`src/rtl/truth_table_sweeper.sv`:
```
// Drives every input vector of a combinational function in binary order, captures its 1-bit output
// into a truth table, and compares that table against a reference.
module truth_table_sweeper #(
  parameter int N_INPUTS      = 4,
  parameter int SETTLE_CYCLES = 1,
  localparam int TW           = 1 << N_INPUTS
) (
  input  logic                clk,
  input  logic                reset,
  input  logic                start,
  input  logic [TW-1:0]       expected,
  input  logic                func_out,
  output logic [N_INPUTS-1:0] vec,
  output logic                busy,
  output logic                done,
  output logic [TW-1:0]       table_out,
  output logic                table_valid,
  output logic                pass,
  output logic [N_INPUTS-1:0] first_fail
);

  localparam logic [1:0] ST_IDLE  = 2'd0;
  localparam logic [1:0] ST_SWEEP = 2'd1;
  localparam logic [1:0] ST_DONE  = 2'd2;

  localparam logic [N_INPUTS-1:0] IDX_LAST    = N_INPUTS'(TW - 1);
  localparam logic [N_INPUTS-1:0] IDX_ONE     = N_INPUTS'(1);
  localparam logic [3:0]          SETTLE_LOAD = 4'(SETTLE_CYCLES);

  logic [1:0]          state_r;
  logic [N_INPUTS-1:0] idx_r;
  logic [3:0]          settle_cnt_r;
  logic [TW-1:0]       final_table_s;
  logic [TW-1:0]       mismatch_s;
  logic                pass_s;
  logic [N_INPUTS-1:0] first_fail_s;

  // Lowest set bit position of a mismatch vector; zero when nothing is set.
  function automatic logic [N_INPUTS-1:0] lowest_set(input logic [TW-1:0] v);
    logic [N_INPUTS-1:0] r;
    r = {N_INPUTS{1'b0}};
    for (int i = TW - 1; i >= 0; i--) begin
      r = v[i] ? N_INPUTS'(i) : r;
    end
    return r;
  endfunction

  // Verdict for the table as it will stand once the current sample lands.
  always_comb begin
    final_table_s        = table_out;
    final_table_s[idx_r] = func_out;
    mismatch_s           = final_table_s ^ expected;
    pass_s               = (mismatch_s == {TW{1'b0}});
    first_fail_s         = lowest_set(mismatch_s);
  end

  // Sweep sequencer, capture register and registered result outputs.
  always_ff @(posedge clk) begin
    if (reset) begin
      state_r      <= ST_IDLE;
      idx_r        <= {N_INPUTS{1'b0}};
      settle_cnt_r <= 4'd0;
      vec          <= {N_INPUTS{1'b0}};
      busy         <= 1'b0;
      done         <= 1'b0;
      table_out    <= {TW{1'b0}};
      table_valid  <= 1'b0;
      pass         <= 1'b0;
      first_fail   <= {N_INPUTS{1'b0}};
    end else begin
      case (state_r)
        ST_IDLE: begin
          done <= 1'b0;
          if (start) begin
            state_r      <= ST_SWEEP;
            idx_r        <= {N_INPUTS{1'b0}};
            settle_cnt_r <= SETTLE_LOAD;
            vec          <= {N_INPUTS{1'b0}};
            busy         <= 1'b1;
            table_out    <= {TW{1'b0}};
            table_valid  <= 1'b0;
            pass         <= 1'b0;
            first_fail   <= {N_INPUTS{1'b0}};
          end
        end
        ST_SWEEP: begin
          if (settle_cnt_r == 4'd0) begin
            table_out[idx_r] <= func_out;
            if (idx_r == IDX_LAST) begin
              // idx stays at the last vector so vec keeps holding it afterwards
              state_r     <= ST_DONE;
              busy        <= 1'b0;
              done        <= 1'b1;
              table_valid <= 1'b1;
              pass        <= pass_s;
              first_fail  <= first_fail_s;
            end else begin
              idx_r        <= idx_r + IDX_ONE;
              vec          <= idx_r + IDX_ONE;
              settle_cnt_r <= SETTLE_LOAD;
            end
          end else begin
            settle_cnt_r <= settle_cnt_r - 4'd1;
          end
        end
        ST_DONE: begin
          done    <= 1'b0;
          state_r <= ST_IDLE;
        end
        default: begin
          state_r <= ST_IDLE;
          busy    <= 1'b0;
          done    <= 1'b0;
        end
      endcase
    end
  end

endmodule

```
`config.mk`:
```
export PLATFORM = sky130hd
export DESIGN_NAME = truth_table_sweeper
export DESIGN_NICKNAME = d
export VERILOG_FILES = /design/src/rtl/truth_table_sweeper.sv
export SDC_FILE = /design/constraint.sdc
export NUM_CORES = 1
export LEC_CHECK = 0
export ABC_AREA = 1
export CAP_MARGIN = 25
export CORE_ASPECT_RATIO = 0.7
export CORE_UTILIZATION = 39
export DETAILED_ROUTE_END_ITERATION = 10
export DONT_BUFFER_PORTS = 1
export GPL_TIMING_DRIVEN = 0
export PLACE_DENSITY = 0.63
export SETUP_SLACK_MARGIN = 0.2
export SYNTH_ARGS = -nofsm -noshare
export SYNTH_HDL_FRONTEND = slang
export SYNTH_SLANG_ARGS = --single-unit
```
`constraint.sdc`:
```
create_clock -name clk -period 2.4 [get_ports clk]
set_input_delay 0.48 -clock clk [delete_from_list [all_inputs] [get_ports clk]]
set_output_delay 0.48 -clock clk [all_outputs]
set_load 0.01 [all_outputs]
```
# Word level (Yosys, flattened, before mapping)
# Cells that the tools add are included.
# totals
ff_bits	34
inputBits	20
output_inout_bits	28
# classes
addsub	2
magnitude_cmp	2
n_eq_ne	8
n_mux	48
bitwise_logic	3
n_reduce_logical	13
# ops
op	count
$mux 4	24
$mux 16	2
$pmux 16 s2	1
$pmux 4 s2	3
$bwmux 16	1
$logic_not 16->1	1
$xor 16x16->16	1
$reduce_and 4->1	3
$mux 1	9
$reduce_and 3->1	3
$ne 2x2->1 const B	4
$mux 2	3
$lt 4x5->1 const B	1
$add 4x1->4 const B	1
$demux 1 s4	1
$eq 4x4->1 const B	1
$ge 4x1->1 const B	1
$logic_not 4->1	1
$pmux 1 s2	2
$pmux 2 s2	1
$sub 4x1->4 const B	1
$ne 3x3->1 const B	1
$pmux 1 s3	1
$eq 2x1->1 const B	1
7 further kinds	8

# Depth between registers and ports, before layout
# Gate-level depths: netlist of the first run.
# depth
depth_word	25
ltp_mapped	23

# Worst setup path after synthesis of the first run
# Ideal clock, no wire load.
# synth_timing
kind	reg2reg
from	register idx_r[0]
to	register first_fail[0]
setup_ps	67
arrival_ps	1852
t_required_ps	2333
setup_slack_ps	480
stages_incl_launch_ff	23
path_cell_list	dfxtp_1 ha_1 buf_4 nand3_1 nand2_1 nand3_1 nand2_1 nand2_1 nand2_1 nand2_1 nand2_1 nand2_1 nand2_1 nand2_1 nand2_1 nand2_1 nand2_1 nand2_1 nand2_1 nand2_1 nand2_1 nand2_1 a21oi_2
# synth_between
elab_chain_len	25
word_cells_on_any_way	29
cone_classes	2 x order compare; 2 x eq/ne; 22 x mux; 1 x bitwise; 2 x reduce/logical
# synth_rtl
item	line	source
start, declared	31	logic [N_INPUTS-1:0] idx_r;
start signal, assigned	61	idx_r <= {N_INPUTS{1'b0}};
start signal, assigned	76	idx_r <= {N_INPUTS{1'b0}};
start signal, assigned	98	idx_r <= idx_r + IDX_ONE;
$lt 4x5->1 (not written as such) / $ge 4x1->1 (equally long branches)	51	final_table_s[idx_r] = func_out;
$logic_and 1x1->1 (not written as such)	51	
$mux 1 (not written as such)	51	
$demux 1 s4	51	
$bwmux 16	51	
$xor 16x16->16	52	mismatch_s = final_table_s ^ expected;
$mux 4 (16 in series)	43	r = v[i] ? N_INPUTS'(i) : r;
$mux 4	89	if (idx_r == IDX_LAST) begin
$mux 4	87	if (settle_cnt_r == 4'd0) begin
$pmux 4 s2	71	case (state_r)
end signal, assigned	69	first_fail <= {N_INPUTS{1'b0}};
end signal, assigned	83	first_fail <= {N_INPUTS{1'b0}};
end signal, assigned	96	first_fail <= first_fail_s;
end, declared	19	output logic [N_INPUTS-1:0] first_fail
# Parallel ways exist; a longest one is shown, timed or not. The select of a mux whose other input is x is not followed.
# A chain may end at the register's enable or synchronous reset.

# Worst setup path in the final report of the first run
# Same ends and word-level chain as after synthesis.

==> metrics.yaml, run 1 <==
status: "completed"
holdPathStages: 2
busiest_layer: "met2"
setup_viol: 0
drt_wl_total_mm: 5.47
ctsHoldBuffers: 0
cp-end-kind: "register"
slew_headroom_pct: 56.4
grt_use_met1_pct: 28.6
tightest_slew_ns: 0.648
fin_util_pct: 49.2
cpMostUsedCell: "nand2_1"
crit_cells: 23
track_usage_pct: 21.0
synth_top_area_share_pct: 33.6
total_leakage_power_nw: 0.900
async_reset_ff_share_pct: 0
wl_per_cell_microns: 14.5
max_freq_mhz: 461
clk_path_buf_depth: 2
maxCapViolCount: 0
die_w_microns: 88.2
rows: 21
overflow: 0
dieArea_sq_mm: 0.00549
period_needed_ns: 2.17
startpoint_type: "register"
area_growth_pct: 18.5
setup_tns_ns: 0
yosysWarnings: 0
h-tree-depth: 2
total_power_w: 0.00129
antenna_found_initial: 0
path_max_fanout: 5
cts_sinks: 34
met3_usage_pct: 7.31
synth.distinct_cells: 32
hold_viol: 0
drt-pass1-iter-count: 5
synth_edf_count: 0
fp.dieH_microns: 62.3
hold_path_class: "in2reg"
detail-route-antenna-nets: 0
synth_common_cells: "nand2_1 (76), dfxtp_1 (34), inv_1 (29)"
dr.first_iter.drc_count: 85
grt_pass1_wl_mm: 8.78
ys_seq_area_share_pct: 33.6
grt_util_met2_pct: 30.6
drc: 0
path_cells: "clkinvlp_4, ha_4, nand3_2, nand2_2, nand2_2, nand2_2, nand2_2, nand2_2, nand2_1, nand2_1, nand2_1, nand2_1, nand2_1, nand2_1, nand2_1, nand2_1, nand2_1, nand2_1, nand2_1, nand2_1, nand2_1, nand2_1, a21oi_2"
critPathTopFamily: "simple AND/OR/NAND/NOR gates"
irDropWorstVdd_mv: 0.294
synth_seq_cells: 34
drive_gt1_share_pct: 20.5
start_util_pct: 41.5
syn_area_per_cell_sq_um: 6.89
io-pin-count: 48
synth_top_area_cell: "dfxtp_1"
grt_start_max_net_pins: 12
synth.most_common_cell: "nand2_1"
cts_buffers: 5
rr_worst_depth: 23
routabilityCongestion: 0.852
syn_nets: 320
via_per_inst: 5.17
fin_crit_sh_pct: 90.3
critical_path_required_ns: 2.63
clock_latency_ns: 0.29
io_buffers: 0
crit_path_max_incr_delay_ns: 0.41
finalClockSkew_ns: 0.00509
cts.clk_slew.worst_paths_ns: 0.08
diodes: 0
crit_type: "reg2reg"
slowest_stage: "dfxtp_4"
hpwl_mm: 4.10
synth_ff_type: "dfxtp_1"
synth_area_leaders: "dfxtp_1 (34%), nand2_1 (14%), nand3_1 (6.2%)"
cp.arrival_ns: 2.40
cts_tree: "done"
synthCells: 294
grt_pass1_vias: 1900
finalMaxSlewViolations: 0
core_sq_mm: 0.00489
fin_nets: 332
vias: 1943
power_density_mw_per_mm2: 538
rsz0062_at_grt: "yes"
cts_root_buffer: "clkbuf_8"
crit_buf_inv: 1
synth_area_sq_mm: 0.00203
==> state kept, by name, summed over array words and instances (netlist names) <==
register and cells:
pass 1, settle_cnt_r 4, first_fail 4, done 1, table_out 16, idx_r 4
busy 1, state_r 2, table_valid 1
==> cell usage in the layout, fill, tap and decap left out, drive strengths merged <==
cell	netlist	layout
nor3	7	7
nand3	29	29
clkbuf	5	10
inv	34	33
a21oi	25	25
clkinv	0	2
nand2	76	76
ha	6	6
o21ai	17	17
nor2	28	28
o211ai	1	1
o21a	1	1
xor2	8	8
o311ai	1	1
clkinvlp	0	1
nand4	4	4
dfxtp	34	34
a31oi	1	1
o32ai	4	4
nor4	2	2
buf	4	9
xnor2	6	6
bufinv	0	1
a211oi	1	1
==> kinds of logic after synthesis <==
kind of cell / Yosys count / share of synthesized area, %
buffers and inverters: 43 / 9.07
xor gates and xnor gates: 14 / 6.42
DFF: 34 / 33.6
and+or+nand+nor: 146 / 32.0
AOI/OAI and AO/OA: 51 / 15.2
adders and majority gates: 6 / 3.70
==> power breakdown <==
group | switching [W] | leakage [nW] | internal (W)
Combinational | 0.000118 | 0.564 | 0.0000543
Sequential | 0.0000113 | 0.278 | 0.000573
Clock | 0.000230 | 0.0579 | 0.000306
Total | 0.000359 | 0.900 | 0.000933
==> final cells by class <==
type                            instances  area [sq um]
Fill cell                             525          2480
Multi-Input combinational cell        217          1290
Sequential cell                        34           691
Inverter                               34           134
Tap cell                               69          86.3
Clock buffer                            5          68.8
Buffer                                  9          57.6
Clock inverter                          3          40.0
Timing Repair Buffer                    5          37.5
==> timing repair <==
action | CTS | global route
buffers inserted | 0 | 5
setup endpoints to repair | 5 | 5
cloned | 0 | 0
pin swaps | 0 | 14
gates resized for setup | 3 | 34
==> path summary, 6_finish.rpt <==
path / start / end / slack [ns]
max: idx_r[0] / first_fail[0] / 0.23
min: start / busy / 0.36
max reg2reg: idx_r[0] / first_fail[0] / 0.23
min reg2reg: first_fail[2] / first_fail[2] / 0.51
==> routing by layer <==
| metal | vias to the layer above | wire length, microns |
|---|---|---|
| li1 | 988 | - |
| met4 | 0 | 80 |
| met5 | - | 0 |
| met1 | 893 | 2570 |
| met2 | 53 | 2340 |
| met3 | 9 | 472 |
==> through the flow <==
step           hold slack (ns)  setup slack, ns  instance area (sq um)  instances
2_1_floorplan            0.483            0.480                   2030        294
5_1_grt                  0.395           0.0171                   2400        376
3_5_place_dp             0.503            0.118                   2110        363
3_3_place_gp             0.495            0.128                   2110        363
4_1_cts                  0.351            0.218                   2230        371
6_report                 0.356            0.232                   2400        376
(Power assumes the default switching activity.)
==> run 2: changes to the inputs <==
--- a/config.mk
+++ b/config.mk
@@ -7,7 +7,7 @@
 export LEC_CHECK = 0
 export ABC_AREA = 1
 export CAP_MARGIN = 25
-export CORE_ASPECT_RATIO = 0.7
+export CORE_ASPECT_RATIO = 0.8
 export CORE_UTILIZATION = 39
 export DETAILED_ROUTE_END_ITERATION = 10
 export DONT_BUFFER_PORTS = 1
==> run 2 against run 1 <==
  * Clock skew rose by 0.0016 ns
  * Hold slack better by 0.025 ns
  * Combinational power shrank 6%
  * Critical path depth shrank 7
  * Design area down 3.3%
  * Global-route usage fell by 1.2 points
  * Die area is essentially flat
  * Wire length decreased by 4.6%
  * Non-clock buffer count is 2 lower
  * Flip-flop and latch count stayed put
  * Largest power group unchanged
==> metrics.yaml, run 2 (synthesis results as in run 1) <==
antenna_found_initial: 0
grt_pass1_vias: 1654
pwr-share-comb_pct: 12.5
diodes: 0
fp.dieH_microns: 66.5
crit_type: "reg2reg"
setup_viol: 0
finalClockSkew_ns: 0.00671
overflow: 0
slew_headroom_pct: 54.2
total_leakage_power_nw: 0.885
vias: 1870
routabilityCongestion: 0.885
drive_gt1_share_pct: 16.4
fillers: 517
detail-route-antenna-nets: 0
power_density_mw_per_mm2: 559
rows: 23
clk_path_buf_depth: 2
hpwl_mm: 4.00
rsz0062_at_grt: "yes"
final_cells: 366
crit_path_max_incr_delay_ns: 0.39
top_register: "table_out"
period_needed_ns: 2.05
path_cells: "inv_2, ha_2, nand3_1, o21ai_1, xor2_1, inv_1, nand2_1, nand2_1, nand2_1, nand2_1, nand2_1, nand2_1, nand2_1, nand2_1, nand2_1, a21oi_2"
start_util_pct: 40.5
hold_path_class: "in2reg"
area_growth_pct: 14.6
cts_sinks: 34
critical_path_required_ns: 2.56
clockPowerShare_pct: 42.5
dpl.cell_count: 356
final_area_sq_mm: 0.00232
via_per_inst: 5.11
max_freq_mhz: 487
maxCapViolCount: 0
fin_crit_sh_pct: 85.6
cts.clk_slew.worst_paths_ns: 0.07
crit_buf_inv: 2
dpl_cell_area_sq_mm: 0.00210
setup_tns_ns: 0
seqPwrFrac_pct: 45.1
p_sw_share_pct: 26.4
core_sq_mm: 0.00501
switchingPower_w: 0.000342
fin_nets: 330
cp-end-kind: "register"
status: "completed"
multiInputGateArea_sq_mm: 0.00123
irDropWorstVdd_mv: 0.268
cp.arrival_ns: 2.21
grt_pass1_wl_mm: 7.94
wl_per_cell_microns: 14.2
path_max_fanout: 5
clock_latency_ns: 0.29
mostFrequentLayoutCells: "nand2_1 (75), dfxtp_1 (30), inv_1 (27), nor2_1 (25), nand3_1 (24)"
drt-pass1-iter-count: 5
cpMostUsedCell: "nand2_1"
power.internal_w: 0.000955
io-pin-count: 48
finalMaxSlewViolations: 0
hold_viol: 0
dieArea_sq_mm: 0.00549
critPathTopFamily: "simple AND/OR/NAND/NOR gates"
drc: 0
grt_start_max_net_pins: 11
cts_tree: "done"
io_buffers: 0
largest_reg_flops: 16
dr.first_iter.drc_count: 127
die_w_microns: 82.6
slowest_stage: "dfxtp_4"
h-tree-depth: 2
track_usage_pct: 19.8
cts_root_buffer: "clkbuf_8"
layout_commonest_cell: "nand2_1"
cts_buffers: 5
regArea_sq_um: 691
startpoint_type: "register"
tightest_slew_ns: 0.680
drt_wl_total_mm: 5.21
## run 2: cell count changes in the layout (fill, tap and decap cells not counted), moves of 2 or more
cell      previous run  this run
buf_4                5         3
clkinv_2             2         0
nand2_1             68        75
nand2_2              8         1
nand3_1             20        24
nand3_2              8         4
nor2_1              27        25
nor2_2               0         2
## run 2: cell type report
| type | instances | share of cell area, % |
|---|---|---|
| plain buffers | 9 | 2.48 |
| clock buffers | 6 | 3.56 |
| clock inverters | 1 | 1.29 |
| inverters | 34 | 5.60 |
| multi-input cells | 217 | 53.0 |
| flip-flops and latches | 34 | 29.7 |
| well taps | 62 | 3.34 |
| repair buffers | 3 | 0.970 |
## run 2: through the flow
stage                     utilization [%]  worst slack (ns)  hold WS, ns  total power (W)
after floorplan                         -             0.480        0.483         0.000713
after global placement               42.0             0.143        0.495         0.000747
after detailed placement             42.0             0.141        0.503         0.000751
after CTS                            44.3             0.213        0.372          0.00129
after global routing                 46.4             0.135        0.383          0.00134
final                                46.4             0.347        0.381          0.00130
## run 2: worst paths after layout
path	from	end	slack (ns)	cells after the start
worst min register to register	table_valid	table_valid	0.51	2
worst max register to register	idx_r[0]	first_fail[0]	0.35	16
worst max-delay path	idx_r[0]	first_fail[0]	0.35	16
worst min-delay path	start	busy	0.38	2
## run 2: what timing repair did
action	in CTS	in global routing
pin swaps	0	2
setup buffers	0	3
gates resized for setup	2	24
hold buffers	0	0
setup endpoints to repair	4	9
## run 2: power by group through the flow
stage / Clock (W) / Combinational [W] / Sequential, W
final: 0.000551 / 0.000162 / 0.000585
after global routing: 0.000577 / 0.000180 / 0.000586
after CTS: 0.000555 / 0.000154 / 0.000585
after detailed placement: 0 / 0.000153 / 0.000597
after global placement: 0 / 0.000150 / 0.000597
after floorplan: 0 / 0.000117 / 0.000596
## run 2: layer usage
layer	up-vias	part of all wire [%]	track usage [%]
met3	10	10	6.58
met2	58	40	29.8
met1	825	48	26.5
met4	0	1.6	6.25
li1	977	-	-
met5	-	0	0
